**config.mk**
```make
export PLATFORM = sky130hd
export DESIGN_NAME = uart_tx_arbiter
export DESIGN_NICKNAME = d
export VERILOG_FILES = /design/src/rtl/uart_tx_arbiter.sv
export SDC_FILE = /design/constraint.sdc
export NUM_CORES = 1
export LEC_CHECK = 0
export BUFFER_PORTS_ARGS = -buffer_cell sky130_fd_sc_hd__clkbuf_2
export CAP_MARGIN = 40
export CORE_MARGIN = 1
export CORE_UTILIZATION = 35
export CTS_CLUSTER_DIAMETER = 30
export DETAILED_ROUTE_END_ITERATION = 8
export MAX_ROUTING_LAYER = met4
export SLEW_MARGIN = 30
export SYNTH_ARGS = -nofsm -noshare
export SYNTH_HDL_FRONTEND = slang
export SYNTH_SLANG_ARGS = --single-unit
```
**constraint.sdc**
```tcl
create_clock -name clk -period 2.62 [get_ports clk]
set_input_delay 0.131 -clock clk [delete_from_list [all_inputs] [get_ports clk]]
set_output_delay 0.131 -clock clk [all_outputs]
set_load 0.005 [all_outputs]
```
**src/rtl/uart_tx_arbiter.sv**
```systemverilog
// Round-robin arbiter sharing one UART transmitter between NREQ byte-stream requesters.
// Ownership is held for a whole packet; each byte is handed over with a one-cycle start pulse.
module uart_tx_arbiter #(
  parameter int NREQ        = 4,
  parameter int ACK_TIMEOUT = 15
) (
  input  logic              clk,
  input  logic              resetn,
  input  logic [NREQ-1:0]   req_valid,
  input  logic [8*NREQ-1:0] req_data,
  input  logic [NREQ-1:0]   req_last,
  output logic [NREQ-1:0]   req_ready,
  output logic [NREQ-1:0]   grant,
  output logic [7:0]        tx_data,
  output logic              tx_start,
  input  logic              tx_busy,
  output logic              err_timeout
);

  localparam int IW = $clog2(NREQ);
  localparam int CW = $clog2(ACK_TIMEOUT + 1);
  localparam logic [IW:0]   NREQ_W   = (IW+1)'(NREQ);
  localparam logic [CW-1:0] ACK_LAST = CW'(ACK_TIMEOUT - 1);

  typedef enum logic [2:0] {IDLE, ARB, SEND, ACK, DONE} state_t;

  state_t        state;
  logic [IW-1:0] last_owner;
  logic          last_flag;
  logic [CW-1:0] ack_cnt;

  logic [IW:0]   arb_cand;
  logic [IW-1:0] arb_idx;
  logic          arb_found;
  logic [7:0]    owner_data;
  logic          owner_last;
  logic          accept;

  // First valid requester at or after last_owner+1, wrapping modulo NREQ.
  always_comb begin
    arb_found = 1'b0;
    arb_idx   = '0;
    arb_cand  = '0;
    for (int k = 1; k <= NREQ; k++) begin
      arb_cand = {1'b0, last_owner} + (IW+1)'(k);
      if (arb_cand >= NREQ_W) arb_cand = arb_cand - NREQ_W;
      if (!arb_found && req_valid[arb_cand[IW-1:0]]) begin
        arb_found = 1'b1;
        arb_idx   = arb_cand[IW-1:0];
      end
    end
  end

  always_comb begin
    owner_data = '0;
    owner_last = 1'b0;
    for (int i = 0; i < NREQ; i++) begin
      if (IW'(i) == last_owner) begin
        owner_data = req_data[8*i +: 8];
        owner_last = req_last[i];
      end
    end
  end

  always_comb begin
    req_ready = '0;
    if (state == SEND && !tx_busy) req_ready = grant & req_valid;
  end

  assign accept = |req_ready;

  // ack_cnt counts ACK cycles from the start pulse; the last count before the limit flags a timeout.
  always_ff @(posedge clk or negedge resetn) begin
    if (!resetn) begin
      state       <= IDLE;
      grant       <= '0;
      tx_start    <= 1'b0;
      tx_data     <= 8'h00;
      err_timeout <= 1'b0;
      last_flag   <= 1'b0;
      ack_cnt     <= '0;
      last_owner  <= IW'(NREQ - 1);
    end else begin
      tx_start <= 1'b0;
      case (state)
        IDLE: begin
          if (|req_valid) state <= ARB;
        end
        ARB: begin
          if (arb_found) begin
            grant      <= NREQ'(1) << arb_idx;
            last_owner <= arb_idx;
            state      <= SEND;
          end else begin
            grant <= '0;
            state <= IDLE;
          end
        end
        SEND: begin
          if (accept) begin
            tx_data   <= owner_data;
            last_flag <= owner_last;
            tx_start  <= 1'b1;
            ack_cnt   <= '0;
            state     <= ACK;
          end
        end
        ACK: begin
          if (tx_busy) begin
            state <= DONE;
          end else if (ack_cnt == ACK_LAST) begin
            err_timeout <= 1'b1;
            state       <= DONE;
          end else begin
            ack_cnt <= ack_cnt + 1'b1;
          end
        end
        DONE: begin
          if (!tx_busy) begin
            if (last_flag) begin
              grant <= '0;
              state <= IDLE;
            end else begin
              state <= SEND;
            end
          end
        end
        default: state <= IDLE;
      endcase
    end
  end

endmodule

```
==> run_results.csv, run 1 <==
group,metric,value,unit
route,drtIter0Drc,95,
logic_synthesis,yosysTopAreaCell,"dfrtp_1",
final_layout,multi_input_area,1008,um2
route,first_pass_iters,4,
pwr,clkPwrFrac,11.3,%
timing,rsz0062_at_grt,"false",
job,max-cap-violations,0,
pwr,p_switching,0.0009666,W
route,vias_per_cell,5.271,
clock_network,cts_tree,"done",
global_route,grt_max_degree,25,
pwr,p_leak,1.035,nW
clock_network,numCtsBuffers,3,
place,placed_cell_area,2059,um2
global_route,track_usage,17.24,%
logic_synthesis,async_reset_ff_share,100.0,%
logic_synthesis,netlist_area,1737,um2
critical_path,path_max_fanout,8,
timing,finalSetupTns,0,ps
final_layout,antennaDiodeCount,0,
die,fp-row-count,25,
logic_synthesis,ys_ff_latch,24,
global_route,grt_first_pass_wirelength,6934,um
timing,finalSetupViolations,0,
final_layout,drive_above_1_share,31.98,%
pwr,p_seq_share,28.9,%
critical_path,critical_path_class,"flop to flop",
run_status,status,"finished, final reports clean",
final_layout,fillCellCount,480,
die,fp.dieW,72.44,um
die,ios,61,
clock_network,cts_resized,0,
logic_synthesis,yosys-top-cells-count,"22 x dfrtp_1, 19 x nand2_1, 16 x a21oi_1",
logic_synthesis,ys.flop_type,"dfrtp_1",
global_route,antenna_found_initial,0,
min_path,min_path_type,"input pin to flop",
route,wl_per_cell,12.82,um
pwr,peakVddDrop,0.4811,mV
clock_network,htreeDepth,1,
die,floorplan.initialDensity,36.53,%
timing,fin_crit_sh,89.58,%
clock_network,cts_setup_buffers,0,
route,ant_nets,0,
timing,finalCriticalPeriod,2347,ps
logic_synthesis,synth_area_per_cell,8.998,um2
timing,finalHoldViolCount,0,
clock_network,cts.sinks,24,
place,dp_slack,268.9,ps
final_layout,stdcell_area,2125,um2
logic_synthesis,synth_area_leaders,"dfrtp_1 32%, a21oi_1 4.6%, ha_1 4.3%",
place,hpwl,3038,um
critical_path,start_kind,"flop",
timing,setup_slack,273.1,ps
logic_synthesis,syn_nets,242,
global_route,first_global_vias,1573,
clock_network,clockBufferDepth,2,
final_layout,final_nets,297,
timing,whs,154.7,ps
pwr,combPwrFrac,59.8,%
logic_synthesis,synth.most_common_cell,"dfrtp_1",
critical_path,arrival,2500,ps
route,dr_total_vias,1655,
die,die_h,72.44,um
logic_synthesis,syn_inst,193,
die,coreArea,4755,um2
clock_network,worstSkewPairLatency,270,ps
timing,max_freq,426.1,MHz
place,portBuffers,60,
pwr,power.internal,0.001274,W
timing,maxSlewViolCount,0,
timing,worst_pin_slew,585.9,ps
die,die_area,5248,um2
place,place_inst,309,
critical_path,cp.required,2780,ps
logic_synthesis,yosysSeqAreaShare,34.73,%
logic_synthesis,synth_top_area_share,31.70,%
pwr,p_sw_share,43.14,%
clock_network,clkSlewWorstSetupHoldPaths,90,ps
clock_network,root_buffer,"clkbuf_8",
place,place_congestion,0.8479,
final_layout,syn2layout_area_growth,22.33,%
final_layout,stdcell_count,314,
route,wirelength,4026,um
global_route,overflow,0,
timing,skew,4.216,ps
final_layout,register_area,603.1,um2
timing,slew_headroom,60.94,%
logic_synthesis,ys_types,44,
route,drc,0,
logic_synthesis,yosys_warnings,0,
logic_synthesis,synth_edf_count,0,
pwr,power_density,1055,nW/um2
critical_path,cp-end-kind,"flop",
-- worst paths after layout --
path	startpoint	end	slack [ps]	cells past startpoint
min in group asynchronous	resetn	tx_data[2]	400	2
hold reg to reg	err_timeout	err_timeout	460	1
setup reg to reg	last_owner[0]	grant[3]	270	7
hold / removal	req_data[31]	tx_data[7]	150	3
max in group asynchronous	resetn	err_timeout	1840	2
setup / recovery	last_owner[0]	grant[3]	270	7
-- cell usage in the layout, fill, tap and decap left out, types with 2 or more instances in the layout --
cell and instances:
nor3b_1 2, inv_1 9, buf_4 4, nor2b_1 11, o21ai_0 11, mux2i_1 4, clkbuf_8 4, mux4_1 2
o211ai_1 2, xor2_1 2, dfstp_2 2, nand2b_1 4, nor3_1 9, and3_1 5, a21oi_1 16, a21o_1 2
clkbuf_2 60, nand3b_1 2, ha_1 6, dfrtp_1 22, mux4_2 2, or2_2 2, o22ai_1 4, a32o_1 4
nor2_1 13, a221oi_1 8, nand2_1 19
-- kinds of logic (layout without fill, tap and decap cells) --
kind of cell               Yosys count  in the layout  synth area share [%]
xor gates and xnor gates             3              3                 1.513
buffers and inverters               24             78                 7.203
DFF                                 24             24                 34.73
AOI/OAI and AO/OA                   54             54                 21.25
and+or+nand+nor                     73             73                 22.41
muxes                                9              9                 8.573
adders and majority gates            6              6                 4.323
-- power groups by stage --
stage	Sequential (W)	Combinational, W	Clock, W
6_report	0.000648	0.00134	0.000253
5_1_grt	0.000673	0.00152	0.000275
4_1_cts	0.000647	0.00135	0.000262
3_5_place_dp	0.000654	0.00135	0
3_3_place_gp	0.000649	0.00133	0
2_1_floorplan	0.000627	0.00104	0
-- registers in the layout, summed over array words and instances, names as in the netlist --
register,count
last_flag,1
grant,4
tx_start,1
ack_cnt,4
state,3
err_timeout,1
tx_data,8
last_owner,2
-- critical path, cell delays in order (launching register included) --
cell and delay (ps):
dfstp_2 530, inv_1 100, ha_1 460, mux4_2 390, nand2b_1 120, nor2b_1 210
o22ai_1 140, a32o_1 280
-- routing by layer --
layer | vias up | part of all wire (%) | GRT usage, %
met4 | 0 | 1.5 | 4.357
met5 | - | 0 | -
met3 | 7 | 6.0 | 3.333
li1 | 816 | - | -
met2 | 55 | 47 | 29.49
met1 | 777 | 46 | 20.84
-- cell type report --
class                           count  share of cell area, %
Timing Repair Buffer               65                  16.02
Multi-Input combinational cell    145                  47.47
Inverter                            9                  1.590
Sequential cell                    24                  28.39
Clock buffer                        4                  2.591
Tap cell                           67                  3.946
-- timing repair --
action                                  in CTS  in global routing
hold endpoints to repair                    22                  0
endpoints found under the setup margin       0                  0
hold buffers                                 1                  0
-- stage by stage --
step           utilization [%]  power, W
4_1_cts                  44.68  0.002256
6_report                 44.68  0.002241
2_1_floorplan                -  0.001666
3_3_place_gp             43.32  0.001977
5_1_grt                  44.68  0.002465
3_5_place_dp             43.32  0.002001
No activity file was read; power rests on OpenSTA's default activity.
==> inputs of run 2 (changes only) <==
==> constraint.sdc (replaced) <==
create_clock -name clk -period 2.62 [get_ports clk]
set_input_delay 0.655 -clock clk [delete_from_list [all_inputs] [get_ports clk]]
set_output_delay 0.655 -clock clk [all_outputs]
set_load 0.005 [all_outputs]
==> run_results.csv, run 2 (same netlist as run 1, synthesis figures left out) <==
group,metric,value,unit
place,portBuffers,60,
clock_network,clockBufferDepth,2,
final_layout,drive_above_1_share,31.98,%
min_path,min_path_type,"input pin to async pin",
global_route,antenna_found_initial,0,
clock_network,worstSkewPairLatency,260,ps
clock_network,htreeDepth,1,
critical_path,r2r_end,"grant[3]",
clock_network,root_buffer,"clkbuf_8",
die,die_h,72.44,um
route,first_pass_iters,4,
final_layout,top_regs,"tx_data x8, ack_cnt x4, grant x4",
final_layout,stdcell_area,2112,um2
route,dr_total_vias,1612,
timing,fin_crit_sh,89.36,%
global_route,track_usage,16.40,%
global_route,overflow,0,
place,hpwl,3014,um
timing,worst_pin_slew,587.9,ps
clock_network,cts_resized,0,
timing,skew,3.814,ps
die,die_area,5248,um2
timing,finalSetupViolations,0,
timing,finalCriticalPeriod,2341,ps
run_status,status,"finished, final reports clean",
job,max-cap-violations,0,
critical_path,arrival,2500,ps
critical_path,start_kind,"flop",
route,drc,0,
place,placed_cell_area,2067,um2
timing,max_freq,427.1,MHz
timing,finalSetupTns,0,ps
pwr,p_leak,1.029,nW
final_layout,top_register,"tx_data",
die,fp-row-count,25,
pwr,peakVddDrop,0.4906,mV
final_layout,largest_register_ffs,8,
critical_path,cp-end-kind,"flop",
critical_path,cp.required,2780,ps
clock_network,ctsHoldBuffers,0,
critical_path,r2r_setup_slack,280,ps
global_route,grt_max_degree,25,
timing,slew_headroom,60.81,%
final_layout,syn2layout_area_growth,21.61,%
global_route,grt_first_pass_wirelength,6617,um
clock_network,cts_tree,"done",
critical_path,reg2regPathDepth,7,
pwr,power_density,1041,nW/um2
route,wl_per_cell,12.51,um
global_route,first_global_vias,1494,
critical_path,critical_path_class,"flop to flop",
route,wirelength,3927,um
final_layout,final_common_cell,"clkbuf_2",
die,fp.dieW,72.44,um
place,place_congestion,0.8301,
die,floorplan.initialDensity,36.53,%
clock_network,numCtsBuffers,3,
route,vias_per_cell,5.134,
timing,rsz0062_at_grt,"false",
route,ant_nets,0,
clock_network,clkSlewWorstSetupHoldPaths,80,ps
clock_network,cts_setup_buffers,0,
timing,maxSlewViolCount,0,
final_layout,final_cell_mix,"60 x clkbuf_2, 22 x dfrtp_1, 19 x nand2_1",
final_layout,antennaDiodeCount,0,
route,drtIter0Drc,50,
critical_path,worstReg2RegStart,"last_owner[0]",
die,ios,61,
clock_network,cts.sinks,24,
die,coreArea,4755,um2
critical_path,critPathLaunch,"last_owner[0]",
final_layout,final_nets,297,
critical_path,path_max_fanout,8,
timing,finalHoldViolCount,0,
[run 2: cell count changes in the layout (fill, tap and decap cells not counted)]
cell,delta
clkbuf_1,+1
buf_4,+1
clkbuf_8,-1
dlygate4sd3_1,-1
[run 2: cell type report]
class / instances / area [um2]
Fill cell: 527 / 2643
Multi-Input combinational cell: 145 / 1008
Sequential cell: 24 / 603.1
Timing Repair Buffer: 65 / 337.8
Tap cell: 67 / 83.83
Clock buffer: 4 / 45.04
Inverter: 9 / 33.78
[run 2: critical path, stage by stage, from the launching register on]
cell and delay (ps):
dfstp_2 530, inv_1 100, ha_1 470, mux4_2 390, nand2b_1 130, nor2b_1 220, o22ai_1 140, a32o_1 270
[run 2: worst max-delay path by stage]
stage | endpoint | depth (start not counted)
final | grant[3] | 7
after global routing | grant[1] | 7
after CTS | grant[1] | 7
after detailed placement | grant[1] | 7
after global placement | grant[1] | 7
after floorplan | grant[2] | 9
[run 2: through the flow]
step	hold WS (ps)	power [W]	worst slack [ps]	utilization, %	cells
floorplan	359.4	0.001666	111.7	-	193
global placement	439.8	0.001984	347.6	43.47	310
detailed placement	444.1	0.001997	301.0	43.47	310
CTS	397.8	0.002224	296.5	44.42	314
global route	437.1	0.002412	141.4	44.42	314
finish	372.5	0.002200	278.8	44.42	314
[run 2: power by group]
part           internal, W  switching (W)
logic             0.000623       0.000710
registers         0.000521       0.000124
clock network     0.000109       0.000113
[run 2: metal layers]
layer  track usage [%]  share of wire, %  vias up
met3             3.472               5.5        4
met1             20.37                46      747
met4             2.614              0.79        0
li1                  -                 -      811
met5                 -                 0        -
met2             27.93                48       50
